`config.mk`:
```
export PLATFORM = sky130hd
export DESIGN_NAME = fetch_line_buffer_flat
export DESIGN_NICKNAME = d
export VERILOG_FILES = /design/src/rtl/fetch_line_buffer_if.sv /design/src/rtl/fetch_line_buffer.sv /design/src/flat_wrapper.sv
export SDC_FILE = /design/constraint.sdc
export NUM_CORES = 1
export LEC_CHECK = 0
export BUFFER_PORTS_ARGS = -buffer_cell sky130_fd_sc_hd__buf_2
export CORE_UTILIZATION = 44
export CTS_BUF_LIST = sky130_fd_sc_hd__clkbuf_16
export CTS_CLUSTER_DIAMETER = 100
export CTS_CLUSTER_SIZE = 16
export DETAILED_ROUTE_END_ITERATION = 8
export MAX_ROUTING_LAYER = met4
export PLACE_DENSITY = 0.64
export SLEW_MARGIN = 20
export SYNTH_ARGS = -nofsm -noshare
export SYNTH_HDL_FRONTEND = slang
export SYNTH_SLANG_ARGS = --single-unit
export TNS_END_PERCENT = 1
```
`constraint.sdc`:
```
create_clock -name clk -period 7.86 [get_ports clk]
set_clock_uncertainty 0.1 [all_clocks]
set_input_delay 1.179 -clock clk [delete_from_list [all_inputs] [get_ports clk]]
set_output_delay 1.179 -clock clk [all_outputs]
set_load 0.01 [all_outputs]
```
`src/rtl/fetch_line_buffer_if.sv`:
```
// Fetch-side and instruction-bus signals of fetch_line_buffer.
// The slave modport is the buffer; the master modport is the fetch stage plus bus arbiter.
interface fetch_line_buffer_if #(
    parameter int unsigned BUS_DATA_WIDTH = 64,
    parameter int unsigned BUS_TAG_WIDTH  = 13
);
    logic                      pc_valid;
    logic [BUS_DATA_WIDTH-1:0] pc;
    logic                      flush;
    logic                      ins_valid;
    logic [31:0]               ins;
    logic [BUS_DATA_WIDTH-1:0] ins_addr;
    logic                      bus_reqcyc;
    logic [BUS_DATA_WIDTH-1:0] bus_req;
    logic [BUS_TAG_WIDTH-1:0]  bus_reqtag;
    logic                      bus_reqack;
    logic                      bus_respcyc;
    logic [BUS_DATA_WIDTH-1:0] bus_resp;
    logic [BUS_TAG_WIDTH-1:0]  bus_resptag;
    logic                      bus_respack;

    modport slave (
        input  pc, pc_valid, flush, bus_reqack, bus_respcyc, bus_resp, bus_resptag,
        output ins_valid, ins, ins_addr, bus_reqcyc, bus_req, bus_reqtag, bus_respack
    );

    modport master (
        output pc, pc_valid, flush, bus_reqack, bus_respcyc, bus_resp, bus_resptag,
        input  ins_valid, ins, ins_addr, bus_reqcyc, bus_req, bus_reqtag, bus_respack
    );
endinterface

```
`src/rtl/fetch_line_buffer.sv`:
```
// Single-line instruction buffer: serves 32-bit words from one buffered 64-byte line and
// refills the line with one request plus an 8-beat burst on a miss.
module fetch_line_buffer #(
    parameter int unsigned              BUS_DATA_WIDTH = 64,
    parameter int unsigned              BUS_TAG_WIDTH  = 13,
    parameter logic [BUS_TAG_WIDTH-1:0] READ_TAG       = 13'h1100,
    parameter int unsigned              LINE_BEATS     = 8
) (
    input logic                clk,
    input logic                reset,
    fetch_line_buffer_if.slave fb
);
    localparam int unsigned AddrW = BUS_DATA_WIDTH;
    localparam int unsigned OffW  = $clog2(LINE_BEATS * 8);
    localparam int unsigned BeatW = $clog2(LINE_BEATS);

    typedef enum logic [1:0] {StIdle, StReq, StFill} state_e;

    state_e                 state_q, state_d;
    logic [AddrW-1:OffW]    line_tag_q, line_tag_d;
    logic                   line_valid_q, line_valid_d;
    logic [BeatW-1:0]       beat_cnt_q, beat_cnt_d;
    logic                   discard_q, discard_d;
    logic [AddrW-1:0]       req_addr_q, req_addr_d;
    logic                   ins_valid_q, ins_valid_d;
    logic [31:0]            ins_q, ins_d;
    logic [AddrW-1:0]       ins_addr_q, ins_addr_d;
    logic [AddrW-1:0]       data_q [LINE_BEATS];

    logic                   hit;
    logic                   beat_acc;
    logic                   last_beat;
    logic [AddrW-1:0]       hit_line;
    logic                   unused_inputs;

    assign unused_inputs = ^{fb.bus_resptag, fb.pc[1:0]};

    assign hit = (state_q == StIdle) && fb.pc_valid && line_valid_q && !fb.flush &&
                 (line_tag_q == fb.pc[AddrW-1:OffW]);
    assign hit_line  = data_q[fb.pc[OffW-1:3]];
    assign beat_acc  = (state_q == StFill) && fb.bus_respcyc;
    assign last_beat = (beat_cnt_q == BeatW'(LINE_BEATS - 1));

    always_comb begin
        state_d      = state_q;
        line_tag_d   = line_tag_q;
        line_valid_d = line_valid_q;
        beat_cnt_d   = beat_cnt_q;
        discard_d    = discard_q;
        req_addr_d   = req_addr_q;
        ins_valid_d  = 1'b0;
        ins_d        = ins_q;
        ins_addr_d   = ins_addr_q;

        unique case (state_q)
            StIdle: begin
                if (fb.flush) begin
                    line_valid_d = 1'b0;
                end
                if (hit) begin
                    ins_valid_d = 1'b1;
                    ins_d       = fb.pc[2] ? hit_line[63:32] : hit_line[31:0];
                    ins_addr_d  = {fb.pc[AddrW-1:2], 2'b00};
                end else if (fb.pc_valid) begin
                    req_addr_d = {fb.pc[AddrW-1:OffW], {OffW{1'b0}}};
                    state_d    = StReq;
                end
            end
            StReq: begin
                if (fb.flush) begin
                    discard_d = 1'b1;
                end
                if (fb.bus_reqack) begin
                    state_d      = StFill;
                    beat_cnt_d   = '0;
                    line_valid_d = 1'b0;
                end
            end
            StFill: begin
                if (fb.flush) begin
                    discard_d = 1'b1;
                end
                if (beat_acc) begin
                    beat_cnt_d = beat_cnt_q + 1'b1;
                    if (last_beat) begin
                        // A flush landing on the last beat still keeps the line invalid.
                        state_d      = StIdle;
                        line_tag_d   = req_addr_q[AddrW-1:OffW];
                        line_valid_d = !discard_q && !fb.flush;
                        discard_d    = 1'b0;
                        beat_cnt_d   = '0;
                    end
                end
            end
            default: state_d = StIdle;
        endcase
    end

    always_ff @(posedge clk) begin
        if (reset) begin
            state_q      <= StIdle;
            line_tag_q   <= '0;
            line_valid_q <= 1'b0;
            beat_cnt_q   <= '0;
            discard_q    <= 1'b0;
            req_addr_q   <= '0;
            ins_valid_q  <= 1'b0;
            ins_q        <= '0;
            ins_addr_q   <= '0;
        end else begin
            state_q      <= state_d;
            line_tag_q   <= line_tag_d;
            line_valid_q <= line_valid_d;
            beat_cnt_q   <= beat_cnt_d;
            discard_q    <= discard_d;
            req_addr_q   <= req_addr_d;
            ins_valid_q  <= ins_valid_d;
            ins_q        <= ins_d;
            ins_addr_q   <= ins_addr_d;
        end
    end

    // Line storage needs no reset: it is only read while line_valid_q is set.
    always_ff @(posedge clk) begin
        if (beat_acc) begin
            data_q[beat_cnt_q] <= fb.bus_resp;
        end
    end

    // Handshakes are masked by reset so no beat is acked in the cycle reset aborts a fill.
    assign fb.bus_reqcyc  = (state_q == StReq) && !reset;
    assign fb.bus_req     = req_addr_q;
    assign fb.bus_reqtag  = (state_q == StReq) ? READ_TAG : '0;
    assign fb.bus_respack = beat_acc && !reset;

    assign fb.ins_valid = ins_valid_q;
    assign fb.ins       = ins_q;
    assign fb.ins_addr  = ins_addr_q;
endmodule

```
`src/flat_wrapper.sv`:
```
// flat-port wrapper written by rule: the top's interface ports become plain ports
module fetch_line_buffer_flat 
#(
    parameter int unsigned              BUS_DATA_WIDTH = 64,
    parameter int unsigned              BUS_TAG_WIDTH  = 13,
    parameter logic [BUS_TAG_WIDTH-1:0] READ_TAG       = 13'h1100,
    parameter int unsigned              LINE_BEATS     = 8
)
  (clk, reset, fb_pc, fb_pc_valid, fb_flush, fb_bus_reqack, fb_bus_respcyc, fb_bus_resp, fb_bus_resptag, fb_ins_valid, fb_ins, fb_ins_addr, fb_bus_reqcyc, fb_bus_req, fb_bus_reqtag, fb_bus_respack);
  fetch_line_buffer_if #(.BUS_DATA_WIDTH(BUS_DATA_WIDTH), .BUS_TAG_WIDTH(BUS_TAG_WIDTH)) fb_i ();
  input logic clk;
  input logic reset;
  input wire logic [$bits(fb_i.pc)-1:0] fb_pc;
  input wire logic [$bits(fb_i.pc_valid)-1:0] fb_pc_valid;
  input wire logic [$bits(fb_i.flush)-1:0] fb_flush;
  input wire logic [$bits(fb_i.bus_reqack)-1:0] fb_bus_reqack;
  input wire logic [$bits(fb_i.bus_respcyc)-1:0] fb_bus_respcyc;
  input wire logic [$bits(fb_i.bus_resp)-1:0] fb_bus_resp;
  input wire logic [$bits(fb_i.bus_resptag)-1:0] fb_bus_resptag;
  output wire logic [$bits(fb_i.ins_valid)-1:0] fb_ins_valid;
  output wire logic [$bits(fb_i.ins)-1:0] fb_ins;
  output wire logic [$bits(fb_i.ins_addr)-1:0] fb_ins_addr;
  output wire logic [$bits(fb_i.bus_reqcyc)-1:0] fb_bus_reqcyc;
  output wire logic [$bits(fb_i.bus_req)-1:0] fb_bus_req;
  output wire logic [$bits(fb_i.bus_reqtag)-1:0] fb_bus_reqtag;
  output wire logic [$bits(fb_i.bus_respack)-1:0] fb_bus_respack;
  assign fb_i.pc = fb_pc;
  assign fb_i.pc_valid = fb_pc_valid;
  assign fb_i.flush = fb_flush;
  assign fb_i.bus_reqack = fb_bus_reqack;
  assign fb_i.bus_respcyc = fb_bus_respcyc;
  assign fb_i.bus_resp = fb_bus_resp;
  assign fb_i.bus_resptag = fb_bus_resptag;
  assign fb_ins_valid = fb_i.ins_valid;
  assign fb_ins = fb_i.ins;
  assign fb_ins_addr = fb_i.ins_addr;
  assign fb_bus_reqcyc = fb_i.bus_reqcyc;
  assign fb_bus_req = fb_i.bus_req;
  assign fb_bus_reqtag = fb_i.bus_reqtag;
  assign fb_bus_respack = fb_i.bus_respack;
  fetch_line_buffer #(.BUS_DATA_WIDTH(BUS_DATA_WIDTH), .BUS_TAG_WIDTH(BUS_TAG_WIDTH), .READ_TAG(READ_TAG), .LINE_BEATS(LINE_BEATS)) u_core (.clk(clk), .reset(reset), .fb(fb_i));
endmodule
```
==> flow_summary.toml, run 1 <==
[status]
status = "finished, final reports clean"

[global_routing]
first_global_vias = 14700
grt_overflow = 0
track_usage_pct = 19.4
antenna_found_initial = 12
grt_pass1_wl_um = 89800
grt_max_degree = 137

[worst_setup_path]
end_kind = "flop"
cp_slowest_stage_delay_ns = 0.61
path_class = "input port to flop"
rr_startpoint = "u_core.state_q[0]"
rrSetupSlack_ns = 4.59
r2r_end = "u_core.data_q[1][38]"
cp_cell_sequence = "buf_2 -> xnor2_1 -> nand4_1 -> nor4_1 -> nand3_1 -> nor3_4 -> buf_12 -> nor3_1 -> mux2_2"
arrival_ns = 3.94
reg2regPathDepth = 6
slowest_stage = "buf_12"
crit_path_start_kind = "input port"
cp.required_ns = 8.25
path_max_fanout = 96

[routing]
top_layer = "met4"
wl_met1_um = 25400
met3_length_um = 3590
viasPerCell = 5.20
num_vias = 14400
drc = 0
wire_per_inst_um = 21.8
first_iter_violations = 1143
met2_length_um = 29900
dr.pass1.iters = 5
wl_um = 60300
ant_nets = 0

[floorplan]
rows = 91
core-area_um2 = 62100
ios = 323
dieHeight_um = 253
fp.dieW_um = 253
die_area_um2 = 64100
start_util_pct = 44.8

[sta]
rsz0062_at_grt = "no"
fmax_mhz = 282
maxSlewHeadroom_pct = 27.5
finalWorstSetupSlack_ns = 4.31
hold_viol = 0
layout_worst_path_cycle_share_pct = 45.1
setup_viol = 0
worst_slew_pin_slew_ns = 1.09
fin_tns_setup_ns = 0
whs_ns = 0.358
slew_viol_final = 0
min_period_ns = 3.55

[clocking]
clk_path_buf_depth = 3
cts_setup_buffers = 0
cts.clk_slew.worst_paths_ns = 0.08
cts_tree = "built"
numClockSinks = 730
cts_hold_buf = 0
clk-insertion-delay-late_ns = 0.62
cts-resized-gates = 0
cts_root_buf = "clkbuf_16"
cts_buffers = 52
htree_levels = 2

[synth]
synth-warning-count = 0
ys_ff_latch = 730
syn_avg_cell_area_um2 = 17.1
synthTopCellsByArea = "edfxtp_1 (55%), dfxtp_1 (16%), mux4_2 (13%), mux2i_1 (5.5%), nor2_1 (2.3%)"
synth_area_leader_cell = "edfxtp_1"
yosysTopAreaCellShare_pct = 55.4
netlist_area_um2 = 27800
seq_area_frac_synth_pct = 71.1
synth_cells = 1626
synth_cell_types = 34

[final_layout]
fin_nets = 2048
fillers = 5114
drive_gt1_share_pct = 28.0
stdcell_area_um2 = 31500
layoutNonFillerInstCount = 2774
area_growth_pct = 13.6

[place]
dpl.cell_count = 2677
dp_slack_ns = 3.57
place_hpwl_um = 34800
numPortBuffers = 288
dpl_cell_area_um2 = 30000
place_congestion = 0.775

[worst_hold_path]
hold_path_end = "u_core.line_tag_q[41]"
min_path_cells = 2
min_path_type = "flop to flop"
min_from = "u_core.fb.bus_req[41]"

[power_and_ir_drop]
p_per_area_nw_per_um2 = 233
ir_drop_mv = 0.188
p_leak_nw = 10.9

[run]
maxCapViolations = 0
## report_power, final
group / switching, W / internal (W) / leakage, nW
Combinational: 0.000361 / 0.000269 / 3.76
Clock: 0.00128 / 0.00120 / 0.818
Sequential: 0.0000494 / 0.00419 / 6.37
## sequential cells by signal, indices dropped and copies added (netlist names)
name	cells
u_core.beat_cnt_q	3
u_core.data_q	512
u_core.discard_q	1
u_core.fb.bus_req	58
u_core.fb.ins	32
u_core.fb.ins_addr	62
u_core.fb.ins_valid	1
u_core.line_tag_q	58
u_core.line_valid_q	1
u_core.state_q	2
## area by class of cell
class | count | area, µm² | area share [%]
Timing Repair Buffer | 307 | 1640 | 5.18
Tap cell | 837 | 1050 | 3.32
Antenna cell | 12 | 30.0 | 0.0952
Inverter | 4 | 15.0 | 0.0476
Clock inverter | 33 | 186 | 0.591
Multi-Input combinational cell | 799 | 7590 | 24.1
Clock buffer | 52 | 1300 | 4.12
Sequential cell | 730 | 19700 | 62.6
## worst max path at each step
| stage | startpoint | endpoint | slack, ns |
|---|---|---|---|
| finish | fb_pc[7] | u_core.state_q[1] | 4.31 |
| detailed placement | fb_pc[7] | u_core.state_q[1] | 3.57 |
| CTS | fb_pc[7] | u_core.state_q[1] | 4.21 |
| global route | fb_pc[7] | u_core.state_q[1] | 4.18 |
| floorplan | fb_bus_respcyc | u_core.data_q[0][0] | 1.30 |
| global placement | fb_pc[7] | u_core.state_q[1] | 3.68 |
## cells in the final DEF, fill, tap and decap left out, types with 2 or more instances in the layout
master      netlist  layout
a21oi_1          64      63
buf_12            0       2
buf_2            19     284
buf_4            25      18
clkbuf_16         0      52
clkbuf_8          0       2
clkinvlp_4        0       2
conb_1            1      19
dfxtp_1         218     218
diode_2           0      12
edfxtp_1        512     512
ha_1              7       7
inv_1             4      32
mux2i_1         153     153
mux4_2          160     160
nand2_1         124     124
nand2b_1          5       5
nand3_1           4       3
nand4_1           7       7
nor2_1          169     163
nor2_4            0       6
nor2b_1           4       4
nor3_1            7       5
nor3_2            1       2
nor4_1            8       8
xnor2_1          24      24
xor2_1           33      33
## metal layers
| layer | vias up | track usage, % |
|---|---|---|
| li1 | 6654 | - |
| met1 | 7321 | 24.3 |
| met2 | 379 | 32.2 |
| met3 | 82 | 3.93 |
| met4 | 0 | 5.40 |
| met5 | - | - |
## cells in the mapped netlist
cell type	n
xnor2_1	24
buf_2	19
conb_1	1
a211oi_1	1
o221ai_1	1
xor2_1	33
nor4b_1	1
mux2_2	1
nor3_2	1
ha_1	7
and4b_1	1
nand2b_1	5
a21oi_1	64
inv_1	4
edfxtp_1	512
nor2b_1	4
and4_1	1
nand2_1	124
clkbuf_1	56
nor3_1	7
or2_2	1
nor2_1	169
nand4_1	7
and4bb_2	1
buf_6	5
mux4_2	160
dfxtp_1	218
and3_1	1
mux2i_1	153
nand3_1	4
nor4_1	8
buf_4	25
buf_1	6
o21ai_0	1
## stage by stage
step	util, %	power (W)
floorplan	-	0.00474
global placement	48.4	0.00495
detailed placement	48.4	0.00497
CTS	50.8	0.00744
global route	50.8	0.00762
finish	50.8	0.00736
## critical path, delay by kind of cell
| kind | cells | cell delay, ns |
|---|---|---|
| mux | 1 | 0.32 |
| buf+inv | 2 | 0.73 |
| xor+xnor | 1 | 0.47 |
| simple gates | 5 | 1.22 |
## kinds of logic (layout without fill, tap and decap cells)
| kind of cell | after synthesis | after routing | share of synthesized area, % |
|---|---|---|---|
| DFF | 730 | 730 | 71.1 |
| xor gates and xnor gates | 57 | 57 | 1.80 |
| other | 1 | 31 | 0.0135 |
| muxes | 314 | 314 | 18.5 |
| and+or+nand+nor | 335 | 335 | 4.92 |
| adders and majority gates | 7 | 7 | 0.315 |
| AOI/OAI and AO/OA | 67 | 67 | 1.23 |
| buffers and inverters | 115 | 396 | 2.11 |
Power figures use the tool's default switching activity.
==> run 2: changes to the inputs <==
--- a/config.mk
+++ b/config.mk
@@ -12,7 +12,7 @@
 export CTS_CLUSTER_SIZE = 16
 export DETAILED_ROUTE_END_ITERATION = 8
 export MAX_ROUTING_LAYER = met4
-export PLACE_DENSITY = 0.64
+export PLACE_DENSITY = 0.66
 export SLEW_MARGIN = 20
 export SYNTH_ARGS = -nofsm -noshare
 export SYNTH_HDL_FRONTEND = slang
==> constraint.sdc (replaced) <==
create_clock -name clk -period 3.1 [get_ports clk]
set_clock_uncertainty 0.1 [all_clocks]
set_input_delay 0.465 -clock clk [delete_from_list [all_inputs] [get_ports clk]]
set_output_delay 0.465 -clock clk [all_outputs]
set_load 0.01 [all_outputs]
==> run 2 against run 1 <==
Against the previous run:
- flip-flop and latch count stayed put
- sequential share of layout area is 2.3 points lower
- non-clock buffer count is 99 higher
- first-iteration DRC count is 16% lower
- clock power grew to 2.5 times the previous value
- via count is 3.7% higher
- final cell count is 3.2% higher
- sequential power grew to 2.5 times the previous value
- register-to-register slack worse by 4.1 ns
- setup slack worse by 4.0 ns
- core utilization is 1.9 points higher
- critical path depth is 2 higher
- highest routed layer unchanged
==> flow_summary.toml, run 2 (same netlist as run 1, synthesis figures left out) <==
[status]
status = "finished, final reports clean"

[clocking]
clk_path_buf_depth = 3
cts-resized-gates = 0
cts_root_buf = "clkbuf_16"
cts_hold_buf = 59
cts_setup_buffers = 0
clk-insertion-delay-late_ns = 0.62
cts.clk_slew.worst_paths_ns = 0.07
numClockSinks = 730
cts_tree = "built"
cts_buffers = 51
htree_levels = 2

[floorplan]
start_util_pct = 44.8
die_area_um2 = 64100
dieHeight_um = 253
rows = 91
ios = 323
core-area_um2 = 62100
fp.dieW_um = 253

[routing]
dr.pass1.iters = 5
viasPerCell = 5.23
wire_per_inst_um = 21.6
num_vias = 15000
first_iter_violations = 963
drc = 0
ant_nets = 0
wl_um = 61900

[global_routing]
grt_pass1_wl_um = 92800
use_met2_pct = 33.9
grt_busiest_layer = "met2"
use_met3_pct = 3.34
first_global_vias = 15200
grt_overflow = 0
met1_usage_pct = 25.0
grt_max_degree = 78
antenna_found_initial = 6
track_usage_pct = 20.0

[place]
place_congestion = 0.826
numPortBuffers = 288
dpl.cell_count = 2717
place_hpwl_um = 37300
dp_slack_ns = 0.240
dpl_cell_area_um2 = 30700

[power_and_ir_drop]
swShare_pct = 22.9
pwr-share-comb_pct = 9.4
ir_drop_mv = 0.541
total_power_w = 0.0188
p_sw_w = 0.00429
p_per_area_nw_per_um2 = 573
pwr-share-clk_pct = 33.3
p_leak_nw = 11.5
p_seq_share_pct = 57.4
internal_power_w = 0.0145

[sta]
min_period_ns = 2.74
fmax_mhz = 364
worst_slew_pin_slew_ns = 0.607
maxSlewHeadroom_pct = 59.5
finalWorstSetupSlack_ns = 0.355
setup_viol = 0
rsz0062_at_grt = "no"
slew_viol_final = 0
layout_worst_path_cycle_share_pct = 88.5
hold_viol = 0

[worst_hold_path]
hold_path_end = "u_core.data_q[7][45]"
min_path_type = "input port to flop"
min_path_cells = 1
min_from = "fb_bus_resp[45]"

[final_layout]
regArea_um2 = 19700
largest_reg_flops = 512
fillers = 4972
drive_gt1_share_pct = 28.6
largest_register = "u_core.data_q"
stdcell_area_um2 = 32700
multi_input_area_um2 = 7610
final_common_cell = "edfxtp_1"
layoutNonFillerInstCount = 2863
area_growth_pct = 17.9
fin_nets = 2146
final_cell_mix = "edfxtp_1 (512), buf_2 (285), dfxtp_1 (217), nor2_1 (163), mux4_2 (160)"

[worst_setup_path]
path_max_fanout = 23
crit_path_start_kind = "input port"
reg2regPathDepth = 9
rr_startpoint = "u_core.line_tag_q[24]"
arrival_ns = 3.13
end_kind = "flop"
r2r_end = "u_core.fb.ins_addr[62]"
cp.required_ns = 3.49
path_class = "input port to flop"
rrSetupSlack_ns = 0.54

[run]
maxCapViolations = 0
run 2: area by class of cell:
type,count,area share (%)
inverters,4,0.0459
clock inverters,30,0.474
multi-input cells,799,23.2
clock buffers,52,3.98
well taps,837,3.20
flip-flops and latches,730,60.3
diodes,5,0.0382
repair buffers,406,8.72
run 2: how the worst max path moves through the flow:
stage                           start                      to  slack (ns)  cells after the start
floorplan           u_core.state_q[0]     u_core.data_q[1][0]       -0.08                      6
global placement            fb_pc[28]   u_core.fb.ins_addr[4]        0.32                     12
detailed placement          fb_pc[24]  u_core.fb.ins_addr[62]        0.24                     10
CTS                         fb_pc[24]  u_core.fb.ins_addr[62]        0.33                     11
global route                fb_pc[24]  u_core.fb.ins_addr[54]        0.21                     11
finish                      fb_pc[24]  u_core.fb.ins_addr[62]        0.36                     11
run 2: layer usage:
layer | wire length (µm) | vias to the layer above
met5 | 0 | -
met4 | 1330 | 0
met3 | 3180 | 73
met2 | 31200 | 402
met1 | 26200 | 7655
li1 | - | 6839
run 2: worst max-delay path: stages:
cell and delay (ns):
dlygate4sd3_1 0.53, buf_2 0.14, xnor2_1 0.32, nand4_1 0.17
nor4_1 0.39, nand3_1 0.18, nor3_4 0.18, buf_4 0.22
buf_12 0.22, mux2i_1 0.24, nor2_1 0.06
run 2: metrics by stage:
| step | utilization [%] | hold slack, ns | setup TNS (ns) |
|---|---|---|---|
| floorplan | - | 0.345 | -13.86 |
| global placement | 49.4 | 0.352 | 0 |
| detailed placement | 49.4 | 0.359 | 0 |
| CTS | 52.7 | 0.000526 | 0 |
| global route | 52.8 | 0.0183 | 0 |
| finish | 52.8 | 0.0354 | 0 |
run 2: power groups by stage:
stage,Clock (W),Combinational [W],Sequential [W]
after detailed placement,0,0.00172,0.0110
after CTS,0.00644,0.00179,0.0108
after global placement,0,0.00169,0.0110
after floorplan,0,0.000992,0.0110
final,0.00624,0.00176,0.0108
after global routing,0.00675,0.00192,0.0108
==> run 3: changes to the inputs <==
--- a/config.mk
+++ b/config.mk
@@ -13,6 +13,7 @@
 export DETAILED_ROUTE_END_ITERATION = 8
 export MAX_ROUTING_LAYER = met4
 export PLACE_DENSITY = 0.66
+export SETUP_SLACK_MARGIN = 0.4
 export SLEW_MARGIN = 20
 export SYNTH_ARGS = -nofsm -noshare
 export SYNTH_HDL_FRONTEND = slang
==> run 3 against run 2 <==
Against the previous run:
- hold slack lost 0.0028 ns
- wire length is essentially flat
- global-route usage is essentially flat
- first-iteration DRC count shrank 2.5%
- non-clock buffer count is the same
- die area is the same
- flip-flop and latch count is the same
- via count is essentially flat
==> flow_summary.toml, run 3 (same netlist as run 1, synthesis figures left out) <==
[routing]
wire_per_inst_um = 21.6
wl_um = 61900
num_vias = 15000
ant_nets = 0
first_iter_violations = 939
dr.pass1.iters = 6
drc = 0
viasPerCell = 5.23

[floorplan]
fp.dieW_um = 253
rows = 91
start_util_pct = 44.8
die_area_um2 = 64100
dieHeight_um = 253
ios = 323
core-area_um2 = 62100

[worst_setup_path]
end_kind = "flop"
path_class = "flop to flop"
path_max_fanout = 23
cp.required_ns = 3.49
arrival_ns = 2.93
crit_path_start_kind = "flop"

[sta]
worst_slew_pin_slew_ns = 0.609
slew_viol_final = 0
fmax_mhz = 394
hold_viol = 0
min_period_ns = 2.54
setup_viol = 0
rsz0062_at_grt = "no"
maxSlewHeadroom_pct = 59.4
fin_tns_setup_ns = 0
layout_worst_path_cycle_share_pct = 81.8

[final_layout]
area_growth_pct = 17.9
final_util_pct = 52.8
final_common_cell = "edfxtp_1"
final_cell_mix = "edfxtp_1 (512), buf_2 (285), dfxtp_1 (217), nor2_1 (163), mux4_2 (160)"
drive_gt1_share_pct = 28.7
largest_register = "u_core.data_q"
fin_nets = 2146
largest_reg_flops = 512

[clocking]
numClockSinks = 730
cts.clk_slew.worst_paths_ns = 0.07
cts_buffers = 51
cts_setup_buffers = 0
clk_path_buf_depth = 3
htree_levels = 2
cts_root_buf = "clkbuf_16"
clk-insertion-delay-late_ns = 0.62
cts_tree = "built"

[place]
numPortBuffers = 288
place_hpwl_um = 37300
place_congestion = 0.826

[global_routing]
first_global_vias = 15200
track_usage_pct = 20.0
grt_overflow = 0
grt_busiest_layer = "met2"
use_met3_pct = 3.34
grt_max_degree = 78
use_met2_pct = 33.8
antenna_found_initial = 6
grt_pass1_wl_um = 92700
met1_usage_pct = 25.0

[worst_hold_path]
min_path_type = "input port to flop"

[power_and_ir_drop]
ir_drop_mv = 0.541
p_leak_nw = 11.5
p_per_area_nw_per_um2 = 573

[status]
status = "finished, final reports clean"

[run]
maxCapViolations = 0
[run 3: critical path: stages (launching register included)]
cell	delay [ns]
dfxtp_1	0.32
xor2_1	0.15
buf_4	0.16
nor4_1	0.28
buf_4	0.18
nand3_1	0.08
buf_4	0.17
nor3_4	0.20
buf_4	0.22
buf_12	0.22
mux2i_1	0.24
nor2_1	0.06
[run 3: where the power goes]
group | switching, W | internal, W
Clock | 0.00320 | 0.00303
Combinational | 0.000953 | 0.000812
Sequential | 0.000129 | 0.0106
[run 3: final timing paths]
check	to	from	slack, ns	depth (start not counted)
hold / removal	u_core.data_q[0][30]	fb_bus_resp[30]	0.03	1
setup reg to reg	u_core.fb.ins_addr[6]	u_core.line_tag_q[28]	0.56	11
hold reg to reg	u_core.line_tag_q[49]	u_core.fb.bus_req[49]	0.36	2
setup / recovery	u_core.fb.ins_addr[6]	u_core.line_tag_q[28]	0.56	11
[run 3: layer usage]
metal | share of wire, % | wire length (µm)
met1 | 42 | 25800
met2 | 51 | 31400
met3 | 5.4 | 3320
met4 | 2.2 | 1340
met5 | 0 | 0
[run 3: area by class of cell]
class,count,area [µm²]
Fill cell,4970,29300
Sequential cell,730,19700
Multi-Input combinational cell,799,7620
Timing Repair Buffer,406,2860
Clock buffer,52,1300
Tap cell,837,1050
Clock inverter,30,155
Inverter,4,15.0
Antenna cell,5,12.5
[run 3: stage by stage]
step                setup WS [ns]  cells  hold WS (ns)  total power, W  area (µm²)
floorplan                 -0.0778   1644         0.345          0.0120       27900
global placement            0.325   2717         0.352          0.0127       30700
detailed placement          0.240   2717         0.359          0.0127       30700
CTS                         0.466   2858      0.000526          0.0190       32700
global route                0.413   2863        0.0183          0.0195       32700
finish                      0.563   2863        0.0326          0.0188       32700
[run 3: repair_timing]
item,in CTS,in global routing
endpoints found under the setup margin,0,25
endpoints found under the hold margin,436,0
gates resized for setup,0,2
hold buffers,59,0
